[src/rtl/stateful_array_processor_arbiter_pkg.sv]
// Shared definitions for the stateful array processor arbiter: FSM state
// encoding, the requester-ID width helper and the drop-counter ceiling.
package stateful_array_processor_arbiter_pkg;

  localparam logic [1:0] ST_IDLE_C        = 2'd0;
  localparam logic [1:0] ST_STREAM_C      = 2'd1;
  localparam logic [1:0] ST_WAIT_RESULT_C = 2'd2;
  localparam logic [1:0] ST_DELIVER_C     = 2'd3;

  typedef enum logic [1:0] {
    ST_IDLE        = ST_IDLE_C,
    ST_STREAM      = ST_STREAM_C,
    ST_WAIT_RESULT = ST_WAIT_RESULT_C,
    ST_DELIVER     = ST_DELIVER_C
  } state_t;

  localparam logic [15:0] DROP_MAX_C = 16'hFFFF;

  // Requester ID width; never narrower than one bit.
  function automatic int idw_f(input int n);
    return (n <= 2) ? 1 : $clog2(n);
  endfunction

endpackage

[src/rtl/stateful_array_processor_arbiter_if.sv]
// Bundle of requester, processor and result-side signals around the arbiter.
// master = the arbiter itself, slave = the surrounding environment.
interface stateful_array_processor_arbiter_if
  import stateful_array_processor_arbiter_pkg::*;
#(
  parameter int NUM_REQUESTERS     = 4,
  parameter int REPLICATION_FACTOR = 3,
  parameter int RESULT_WIDTH       = 96
);
  localparam int DW  = 8 * REPLICATION_FACTOR;
  localparam int IDW = idw_f(NUM_REQUESTERS);

  logic [NUM_REQUESTERS*DW-1:0] req_data;
  logic [NUM_REQUESTERS-1:0]    req_valid;
  logic [NUM_REQUESTERS-1:0]    req_last;
  logic [NUM_REQUESTERS-1:0]    req_ready;
  logic                         p_enable;
  logic [DW-1:0]                p_in_data;
  logic                         p_in_valid;
  logic                         p_in_last;
  logic                         p_in_ready;
  logic [RESULT_WIDTH-1:0]      p_out_data;
  logic                         p_out_valid;
  logic [RESULT_WIDTH-1:0]      res_data;
  logic [IDW-1:0]               res_id;
  logic                         res_error;
  logic                         res_valid;
  logic                         res_ready;
  logic [15:0]                  dropped_results;

  modport master (
    input  req_data, req_valid, req_last, p_in_ready, p_out_data, p_out_valid, res_ready,
    output req_ready, p_enable, p_in_data, p_in_valid, p_in_last,
           res_data, res_id, res_error, res_valid, dropped_results
  );

  modport slave (
    output req_data, req_valid, req_last, p_in_ready, p_out_data, p_out_valid, res_ready,
    input  req_ready, p_enable, p_in_data, p_in_valid, p_in_last,
           res_data, res_id, res_error, res_valid, dropped_results
  );

endinterface

[src/rtl/stateful_array_processor_arbiter_rr_priority_picker.sv]
// Round-robin priority picker: first requesting index at or above ptr,
// otherwise the first requesting index below it (wrap-around).
module rr_priority_picker
  import stateful_array_processor_arbiter_pkg::*;
#(
  parameter int  NUM_REQUESTERS = 4,
  localparam int IDW            = idw_f(NUM_REQUESTERS)
) (
  input  logic [NUM_REQUESTERS-1:0] req,
  input  logic [IDW-1:0]            ptr,
  output logic [NUM_REQUESTERS-1:0] grant_oh,
  output logic [IDW-1:0]            grant_idx,
  output logic                      grant_any
);

  // Two passes: upper segment [ptr..N-1] first, then the wrapped segment.
  always_comb begin
    grant_oh  = '0;
    grant_idx = '0;
    grant_any = 1'b0;
    for (int i = 0; i < NUM_REQUESTERS; i++) begin
      if (!grant_any && req[i] && (IDW'(i) >= ptr)) begin
        grant_oh[i] = 1'b1;
        grant_idx   = IDW'(i);
        grant_any   = 1'b1;
      end else begin
        grant_any = grant_any;
      end
    end
    for (int i = 0; i < NUM_REQUESTERS; i++) begin
      if (!grant_any && req[i]) begin
        grant_oh[i] = 1'b1;
        grant_idx   = IDW'(i);
        grant_any   = 1'b1;
      end else begin
        grant_any = grant_any;
      end
    end
  end

endmodule

[src/rtl/stateful_array_processor_arbiter.sv]
// Frame-granular round-robin arbiter sharing one count-min sketch processor
// between several byte-lane streams. One whole frame is forwarded at a time,
// the processor's single-cycle result pulse is captured and handed back
// tagged with the owning requester ID.
module stateful_array_processor_arbiter
  import stateful_array_processor_arbiter_pkg::*;
#(
  parameter int NUM_REQUESTERS     = 4,
  parameter int REPLICATION_FACTOR = 3,
  parameter int RESULT_WIDTH       = 96,
  parameter int RESULT_TIMEOUT     = 255
) (
  input logic                               clock,
  input logic                               reset,
  stateful_array_processor_arbiter_if.master bus
);

  localparam int DW  = 8 * REPLICATION_FACTOR;
  localparam int IDW = idw_f(NUM_REQUESTERS);
  localparam int WCW = $clog2(RESULT_TIMEOUT + 1);

  state_t                    state_r;
  logic [IDW-1:0]            grant_r;
  logic [NUM_REQUESTERS-1:0] grant_oh_r;
  logic [IDW-1:0]            rr_ptr_r;
  logic [WCW-1:0]            wait_cnt_r;
  logic [RESULT_WIDTH-1:0]   res_data_r;
  logic [IDW-1:0]            res_id_r;
  logic                      res_error_r;
  logic                      res_valid_r;
  logic [15:0]               dropped_r;

  logic [NUM_REQUESTERS-1:0] pick_oh_s;
  logic [IDW-1:0]            pick_idx_s;
  logic                      pick_any_s;
  logic [DW-1:0]             sel_data_s;
  logic                      sel_valid_s;
  logic                      sel_last_s;
  logic                      stream_s;
  logic                      last_fire_s;
  logic [IDW-1:0]            next_ptr_s;

  rr_priority_picker #(.NUM_REQUESTERS(NUM_REQUESTERS)) u_picker (
    .req       (bus.req_valid),
    .ptr       (rr_ptr_r),
    .grant_oh  (pick_oh_s),
    .grant_idx (pick_idx_s),
    .grant_any (pick_any_s)
  );

  // Select the granted requester's beat, valid and last.
  always_comb begin
    sel_data_s  = '0;
    sel_valid_s = 1'b0;
    sel_last_s  = 1'b0;
    for (int i = 0; i < NUM_REQUESTERS; i++) begin
      if (grant_r == IDW'(i)) begin
        sel_data_s  = bus.req_data[i*DW +: DW];
        sel_valid_s = bus.req_valid[i];
        sel_last_s  = bus.req_last[i];
      end else begin
        sel_valid_s = sel_valid_s;
      end
    end
  end

  // The forward path is combinational so STREAM keeps one beat per cycle.
  assign stream_s       = (state_r == ST_STREAM);
  assign last_fire_s    = stream_s & sel_valid_s & bus.p_in_ready & sel_last_s;
  assign next_ptr_s     = (grant_r == IDW'(NUM_REQUESTERS - 1)) ? '0 : grant_r + IDW'(1);
  assign bus.p_in_data  = stream_s ? sel_data_s : '0;
  assign bus.p_in_valid = stream_s & sel_valid_s;
  assign bus.p_in_last  = stream_s & sel_last_s;
  assign bus.req_ready  = (stream_s && bus.p_in_ready) ? grant_oh_r : '0;
  assign bus.p_enable   = (state_r == ST_STREAM) || (state_r == ST_WAIT_RESULT);

  assign bus.res_data        = res_data_r;
  assign bus.res_id          = res_id_r;
  assign bus.res_error       = res_error_r;
  assign bus.res_valid       = res_valid_r;
  assign bus.dropped_results = dropped_r;

  // Arbitration FSM, result capture/timeout and the unexpected-pulse counter.
  always_ff @(posedge clock or negedge reset) begin
    if (!reset) begin
      state_r     <= ST_IDLE;
      grant_r     <= '0;
      grant_oh_r  <= '0;
      rr_ptr_r    <= '0;
      wait_cnt_r  <= '0;
      res_data_r  <= '0;
      res_id_r    <= '0;
      res_error_r <= 1'b0;
      res_valid_r <= 1'b0;
      dropped_r   <= 16'd0;
    end else begin
      if (bus.p_out_valid && (state_r != ST_WAIT_RESULT) && (dropped_r != DROP_MAX_C)) begin
        dropped_r <= dropped_r + 16'd1;
      end else begin
        dropped_r <= dropped_r;
      end

      case (state_r)
        ST_IDLE: begin
          if (pick_any_s) begin
            grant_r    <= pick_idx_s;
            grant_oh_r <= pick_oh_s;
            state_r    <= ST_STREAM;
          end
        end
        ST_STREAM: begin
          if (last_fire_s) begin
            wait_cnt_r <= '0;
            state_r    <= ST_WAIT_RESULT;
          end
        end
        ST_WAIT_RESULT: begin
          // A pulse in the final timeout cycle still counts as a good result.
          if (bus.p_out_valid) begin
            res_data_r  <= bus.p_out_data;
            res_error_r <= 1'b0;
            res_id_r    <= grant_r;
            res_valid_r <= 1'b1;
            wait_cnt_r  <= '0;
            state_r     <= ST_DELIVER;
          end else if (wait_cnt_r == WCW'(RESULT_TIMEOUT - 1)) begin
            res_data_r  <= '0;
            res_error_r <= 1'b1;
            res_id_r    <= grant_r;
            res_valid_r <= 1'b1;
            wait_cnt_r  <= '0;
            state_r     <= ST_DELIVER;
          end else begin
            wait_cnt_r  <= wait_cnt_r + WCW'(1);
          end
        end
        ST_DELIVER: begin
          if (bus.res_ready) begin
            res_valid_r <= 1'b0;
            rr_ptr_r    <= next_ptr_s;
            state_r     <= ST_IDLE;
          end
        end
        default: begin
          state_r <= ST_IDLE;
        end
      endcase
    end
  end

endmodule

[src/flat_wrapper.sv]
// flat-port wrapper written by rule: the top's interface ports become plain ports
module stateful_array_processor_arbiter_flat import stateful_array_processor_arbiter_pkg::*;
#(
  parameter int NUM_REQUESTERS     = 4,
  parameter int REPLICATION_FACTOR = 3,
  parameter int RESULT_WIDTH       = 96,
  parameter int RESULT_TIMEOUT     = 255
)
  (clock, reset, bus_req_data, bus_req_valid, bus_req_last, bus_p_in_ready, bus_p_out_data, bus_p_out_valid, bus_res_ready, bus_req_ready, bus_p_enable, bus_p_in_data, bus_p_in_valid, bus_p_in_last, bus_res_data, bus_res_id, bus_res_error, bus_res_valid, bus_dropped_results);
  stateful_array_processor_arbiter_if #(.NUM_REQUESTERS(NUM_REQUESTERS), .REPLICATION_FACTOR(REPLICATION_FACTOR), .RESULT_WIDTH(RESULT_WIDTH)) bus_i ();
  input logic clock;
  input logic reset;
  input wire logic [$bits(bus_i.req_data)-1:0] bus_req_data;
  input wire logic [$bits(bus_i.req_valid)-1:0] bus_req_valid;
  input wire logic [$bits(bus_i.req_last)-1:0] bus_req_last;
  input wire logic [$bits(bus_i.p_in_ready)-1:0] bus_p_in_ready;
  input wire logic [$bits(bus_i.p_out_data)-1:0] bus_p_out_data;
  input wire logic [$bits(bus_i.p_out_valid)-1:0] bus_p_out_valid;
  input wire logic [$bits(bus_i.res_ready)-1:0] bus_res_ready;
  output wire logic [$bits(bus_i.req_ready)-1:0] bus_req_ready;
  output wire logic [$bits(bus_i.p_enable)-1:0] bus_p_enable;
  output wire logic [$bits(bus_i.p_in_data)-1:0] bus_p_in_data;
  output wire logic [$bits(bus_i.p_in_valid)-1:0] bus_p_in_valid;
  output wire logic [$bits(bus_i.p_in_last)-1:0] bus_p_in_last;
  output wire logic [$bits(bus_i.res_data)-1:0] bus_res_data;
  output wire logic [$bits(bus_i.res_id)-1:0] bus_res_id;
  output wire logic [$bits(bus_i.res_error)-1:0] bus_res_error;
  output wire logic [$bits(bus_i.res_valid)-1:0] bus_res_valid;
  output wire logic [$bits(bus_i.dropped_results)-1:0] bus_dropped_results;
  assign bus_i.req_data = bus_req_data;
  assign bus_i.req_valid = bus_req_valid;
  assign bus_i.req_last = bus_req_last;
  assign bus_i.p_in_ready = bus_p_in_ready;
  assign bus_i.p_out_data = bus_p_out_data;
  assign bus_i.p_out_valid = bus_p_out_valid;
  assign bus_i.res_ready = bus_res_ready;
  assign bus_req_ready = bus_i.req_ready;
  assign bus_p_enable = bus_i.p_enable;
  assign bus_p_in_data = bus_i.p_in_data;
  assign bus_p_in_valid = bus_i.p_in_valid;
  assign bus_p_in_last = bus_i.p_in_last;
  assign bus_res_data = bus_i.res_data;
  assign bus_res_id = bus_i.res_id;
  assign bus_res_error = bus_i.res_error;
  assign bus_res_valid = bus_i.res_valid;
  assign bus_dropped_results = bus_i.dropped_results;
  stateful_array_processor_arbiter #(.NUM_REQUESTERS(NUM_REQUESTERS), .REPLICATION_FACTOR(REPLICATION_FACTOR), .RESULT_WIDTH(RESULT_WIDTH), .RESULT_TIMEOUT(RESULT_TIMEOUT)) u_core (.clock(clock), .reset(reset), .bus(bus_i));
endmodule
[config.mk]
export PLATFORM = sky130hd
export DESIGN_NAME = stateful_array_processor_arbiter_flat
export DESIGN_NICKNAME = d
export VERILOG_FILES = /design/src/rtl/stateful_array_processor_arbiter_pkg.sv /design/src/rtl/stateful_array_processor_arbiter_if.sv /design/src/rtl/stateful_array_processor_arbiter_rr_priority_picker.sv /design/src/rtl/stateful_array_processor_arbiter.sv /design/src/flat_wrapper.sv
export SDC_FILE = /design/constraint.sdc
export NUM_CORES = 1
export LEC_CHECK = 0
export BUFFER_PORTS_ARGS = -buffer_cell sky130_fd_sc_hd__buf_4
export CAP_MARGIN = 20
export CORE_ASPECT_RATIO = 0.5
export CORE_MARGIN = 5
export CORE_UTILIZATION = 49
export CTS_CLUSTER_DIAMETER = 200
export CTS_CLUSTER_SIZE = 16
export DETAILED_ROUTE_END_ITERATION = 8
export PLACE_DENSITY = 0.94
export SYNTH_ARGS = -nofsm -noshare
export SYNTH_HDL_FRONTEND = slang
export SYNTH_SLANG_ARGS = --single-unit
export TNS_END_PERCENT = 30
[constraint.sdc]
create_clock -name clock -period 3.9 [get_ports clock]
set_input_delay 0 -clock clock [delete_from_list [all_inputs] [get_ports clock]]
set_output_delay 0 -clock clock [all_outputs]
set_load 0.02 [all_outputs]
**Word level (Yosys, flattened, before mapping)**

Index checks and enable logic that the tools add are counted.

- Mux-type cells: 56
- Bitwise operators: 4
- $mul: 0
- Equality and inequality tests: 13
- Divide/modulo/power cells: 0
- Shift operators: 0
- Reduce and logical (&&, ||, !) cells: 33
- Add/sub/neg operators: 3
- $lt $le $gt $ge: 4

Operators by type and width:

| operator | count |
|---|---|
| 96-bit two-way mux | 2 |
| 24-bit two-way mux | 5 |
| 1-bit two-way mux | 28 |
| 2-bit two-way mux | 14 |
| 8-bit two-way mux | 3 |
| 16-bit by 1-bit adder with 16-bit output (second input constant) | 1 |
| 16-bit != test (second input constant) | 1 |
| 8-bit one-hot mux with 2 select lines | 1 |
| 1-bit logical AND | 14 |
| 8-bit by 1-bit adder with 8-bit output (second input constant) | 1 |
| 2-bit == test (second input constant) | 4 |
| 8-bit == test (second input constant) | 1 |
| 2-bit one-hot mux with 4 select lines | 1 |
| 2-bit AND reduction | 4 |
| 1-bit zero test | 7 |
| 2-bit != test (second input constant) | 3 |
| 2-bit nonzero test | 3 |
| 1-bit bitwise AND | 4 |
| 2-bit by 1-bit == test with 1-bit output (second input constant) | 2 |
| 1-bit by 2-bit greater-or-equal comparator with 1-bit output (first input constant) | 2 |
| 2-bit greater-or-equal comparator (first input constant) | 2 |
| 2-bit zero test | 2 |
| 4-bit two-way mux | 1 |
| 4-bit AND reduction | 1 |
| 6 further kinds | 6 |

- Input port bits: 205
- Memories: 0
- Word-level logic and storage cells: 123
- Output and inout bits: 147
- Bits in latches: 0
- Memory bits (writable): 0
- ROM bits: 0
- Register bits: 134

**Logic depth before layout (Yosys ltp)**

- Word-level depth: 29
- Gate-level depth with buffers: 9
- Gate-level depth less buffers: 7

**Hierarchy**

Synthesis repeated with hierarchy kept, for this count alone.

- Cells, all modules: 585
- Area total of the unflattened synthesis: 6439.9 um2

Modules (own cells, without submodules):

| module | cells each | times used | area each (um2) |
|---|---|---|---|
| stateful_array_processor_arbiter | 552 | 1 | 6217.2 |
| rr_priority_picker | 33 | 1 | 222.7 |

**Worst setup path after synthesis**

OpenSTA, ideal clock, no wires.

- Kind: register to register
- From: register u_core.grant_r[0]
- To: register u_core.wait_cnt_r[3]
- Data arrival time: 1.983 ns
- Buffers on the path: 2
- Setup slack: 1.822 ns
- Stages on the path, launching flop included: 10
- Clock period less this slack: 2.078 ns
- Cells stage by stage: dfrtp_1 inv_1 ha_1 buf_2 nor3b_1 a211oi_2 a41oi_2 or2_0 clkbuf_2 o31ai_1

- Longest elaborated chain between the ends: 10
- Elaborated cells between the ends (all ways): 17
- Those cells by class: eq/ne (4); mux (8); bitwise (3); reduce/logical (2)

RTL lines:

| element | RTL line | source |
|---|---|---|
| from (decl) | stateful_array_processor_arbiter.sv:23 | `logic [IDW-1:0] grant_r;` |
| from (signal assigned) | stateful_array_processor_arbiter.sv:106 | `grant_r <= pick_idx_s;` |
| 2-bit zero test | stateful_array_processor_arbiter.sv:57 | `if (grant_r == IDW'(i)) begin` |
| 1-bit two-way mux (4 in a row) | stateful_array_processor_arbiter.sv:57 |  |
| 1-bit bitwise AND (2 in a row) | stateful_array_processor_arbiter.sv:69 | `assign last_fire_s = stream_s & sel_valid_s & bus.p_in_ready & sel_last_s;` |
| 1-bit bitwise AND (*) | stateful_array_processor_arbiter.sv:69 |  |
| 2-bit != test (no source line) (*) | - |  |
| 2-bit AND reduction (no source line) (*) | - |  |
| to (signal assigned) | stateful_array_processor_arbiter.sv:134 | `wait_cnt_r <= wait_cnt_r + WCW'(1);` |
| to (decl) | stateful_array_processor_arbiter.sv:26 | `logic [WCW-1:0] wait_cnt_r;` |

Mark *: on every way between the ends. The rest lies on a longest branch, timed or not.
A chain may end at the register's enable or synchronous reset.

**Final worst setup path**

- From: register u_core.grant_r[0]
- To: register u_core.wait_cnt_r[5]

Same word-level chain as after synthesis.

==> out/results.ini <==
[synthesis]
syn_area_sq_um = 6460
synth.distinct_cells = 47
mappedNetlistNets = 849
syn_area_per_cell_sq_um = 10.2
synth-seq-cells = 134
synth_seq_area_share = 0.519
ys.warnings.count = 0
synth_flop_cell = dfrtp_1
async_flop_share = 1.00
syn_inst = 633
synth-edff-count = 0

[timing]
maxSlewHeadroom = 0.270
rsz0062_at_grt = false
worst_slew_pin_slew_ns = 1.10
hold_violations = 0
fin_crit_ns = 2.85
finClkSkew_ns = 0.0179
max_freq_mhz = 351
setup_viol = 0
finalCritPeriodShare = 0.730
slew_viol_final = 0
final.setup.tns_ns = 0

[place]
routabilityCongestion = 0.907
place_inst = 1111
dpl.hpwl_mm = 16.6
io_buffers = 351
placed_cell_area_sq_um = 9190

[finish]
stdcell_count = 1248
nets = 1278
multi_input_area_sq_um = 2880
fillers = 703
layout-drive-gt1-share = 0.373
area_growth_syn_to_layout_pct = 67.1
regArea_sq_um = 3350
postLayoutCellArea_sq_um = 10800

[route]
first_pass_iters = 5
final_antenna_net_count = 0
drt_wl_total_mm = 26.5
wl_per_cell_microns = 21.2
num_vias = 7163
via_per_inst = 5.74
route.detailed.drc = 0
drtIter0Drc = 573

[power_and_ir_drop]
p_leak_nw = 5.20
p_per_area_nw_per_um2 = 764
vdd.ir_drop.worst_mv = 0.471

[status]
status = finished clean

[clock_tree]
cts_tree = built
htreeDepth = 4
clk_latency_ns = 0.43
clk_path_buf_depth = 2
clk_pin_slew_ns = 0.06
cts_made_buffers = 17
ctsRootBufferMaster = clkbuf_16
postCtsSetupBuffers = 0
cts_sinks = 134

[critical_path]
required_ns = 4.20
crit_fanout = 52
cp-end-kind = flop
startpoint_type = flop
critPathKind = flop to flop
crit_arrival_ns = 3.15

[grt]
grt_max_degree = 98
grt_pass1_vias = 7545
track_usage = 0.325
gr-total-overflow = 0
grt_pass1_wl_mm = 40.4
antenna_found_initial = 3

[floorplanning]
core_sq_um = 12800
start_util = 0.506
die_x_microns = 172
design.die.area_sq_um = 15700
rows = 29
design.portCount = 352
die_h_microns = 91.2

[run]
drv_cap = 0

[hold_path]
hold_class = input port to flop

==> placed cells by master, fill, tap and decap left out, types with 3 or more instances in the layout <==
| cell | n |
|---|---|
| and2_1 | 26 |
| clkinvlp_4 | 4 |
| nand3b_1 | 26 |
| a211oi_1 | 3 |
| clkbuf_16 | 17 |
| clkinv_4 | 3 |
| a21oi_1 | 58 |
| nand4_1 | 6 |
| inv_6 | 5 |
| a22o_1 | 96 |
| nand3_1 | 16 |
| o21ai_0 | 40 |
| o31ai_1 | 6 |
| nor4_1 | 4 |
| ha_1 | 10 |
| nor2_1 | 10 |
| xor2_1 | 3 |
| buf_4 | 357 |
| nand2b_1 | 4 |
| inv_1 | 12 |
| nand2_1 | 69 |
| diode_2 | 3 |
| dfrtp_1 | 134 |
| mux2_2 | 3 |
| nor2b_1 | 8 |
| dlygate4sd3_1 | 102 |
| and3_1 | 9 |
| xnor2_1 | 10 |
==> per-layer routing <==
layer | GRT usage | wire, microns
met1 | 0.343 | 8810
met2 | 0.593 | 14200
met3 | 0.0738 | 2090
met4 | 0.184 | 1420
met5 | 0 | 0
==> critical path: stages (launching register included) <==
cell and delay [ns]:
dfrtp_1 0.43, inv_1 0.12, ha_2 0.17, buf_4 0.41
a211oi_1 0.12, a211oi_2 0.33, a41oi_2 0.28, or2_0 0.49
o31ai_1 0.37
==> registers in the layout, indices dropped and copies added, names as in the netlist <==
register                    cells
u_core.grant_r                  2
u_core.bus.dropped_results     16
u_core.bus.res_error            1
u_core.rr_ptr_r                 2
u_core.bus.res_id               2
u_core.bus.res_data            96
u_core.wait_cnt_r               8
u_core.grant_oh_r               4
u_core.state_r                  2
u_core.bus.res_valid            1
==> synth_stat cells (11+ instances only) <==
| library cell | number | area [sq um] |
|---|---|---|
| nand3_1 | 16 | 80.1 |
| a22o_1 | 96 | 841 |
| nand2_1 | 69 | 259 |
| nand3b_1 | 26 | 195 |
| o21ai_0 | 41 | 205 |
| inv_1 | 12 | 45.0 |
| ha_1 | 11 | 138 |
| a21oi_1 | 58 | 290 |
| dfrtp_1 | 134 | 3350 |
| clkbuf_1 | 41 | 154 |
| and2_1 | 27 | 169 |
==> final timing paths <==
| check | start | end | slack, ns | depth (start not counted) |
|---|---|---|---|---|
| setup / recovery | u_core.grant_r[0] | u_core.wait_cnt_r[5] | 1.05 | 8 |
| hold / removal | bus_p_in_ready | u_core.state_r[0] | 0.12 | 4 |
| setup reg to reg | u_core.grant_r[0] | u_core.wait_cnt_r[5] | 1.05 | 8 |
| hold reg to reg | u_core.grant_oh_r[3] | u_core.grant_oh_r[3] | 0.50 | 1 |
| max in group asynchronous | reset | u_core.bus.res_data[79] | 2.61 | 3 |
| min in group asynchronous | reset | u_core.bus.res_data[2] | 0.30 | 2 |
==> area by class of cell <==
class | count | area share
Timing Repair Buffer | 460 | 0.345
Sequential cell | 134 | 0.311
Multi-Input combinational cell | 437 | 0.267
Clock buffer | 17 | 0.0394
Tap cell | 170 | 0.0197
Clock inverter | 15 | 0.0136
Inverter | 12 | 0.00417
Antenna cell | 3 | 0.000695
==> where the power goes <==
group          total [mW]  leakage [nW]  switching [mW]  internal, mW
Clock                1.58         0.269           0.689         0.893
Sequential           2.46          1.69           0.491          1.97
Combinational        4.20          3.24            2.35          1.85
==> what timing repair did <==
action                                 in CTS  in global routing
endpoints found under the hold margin     174                  0
hold buffers                              102                  0
gates resized for setup                     0                  0
==> logic make-up after synthesis <==
kind of cell,after synthesis,synth area share
compound gates,223,0.245
simple gates,186,0.153
flops,134,0.519
buf+inv,62,0.0370
xor+xnor,13,0.0176
fa+ha+maj,11,0.0213
mux,4,0.00678
==> through the flow <==
step                      setup WS [ns]  power (mW)   util  hold slack, ns
after floorplan                    1.82        4.72      -          -0.296
after global placement             1.35        6.25  0.720           0.179
after detailed placement           1.07        6.40  0.720           0.191
after CTS                          1.08        8.06  0.845           0.103
after global routing              0.868        8.60  0.845           0.122
final                              1.05        8.25  0.845           0.121
Power figures use the tool's default switching activity.
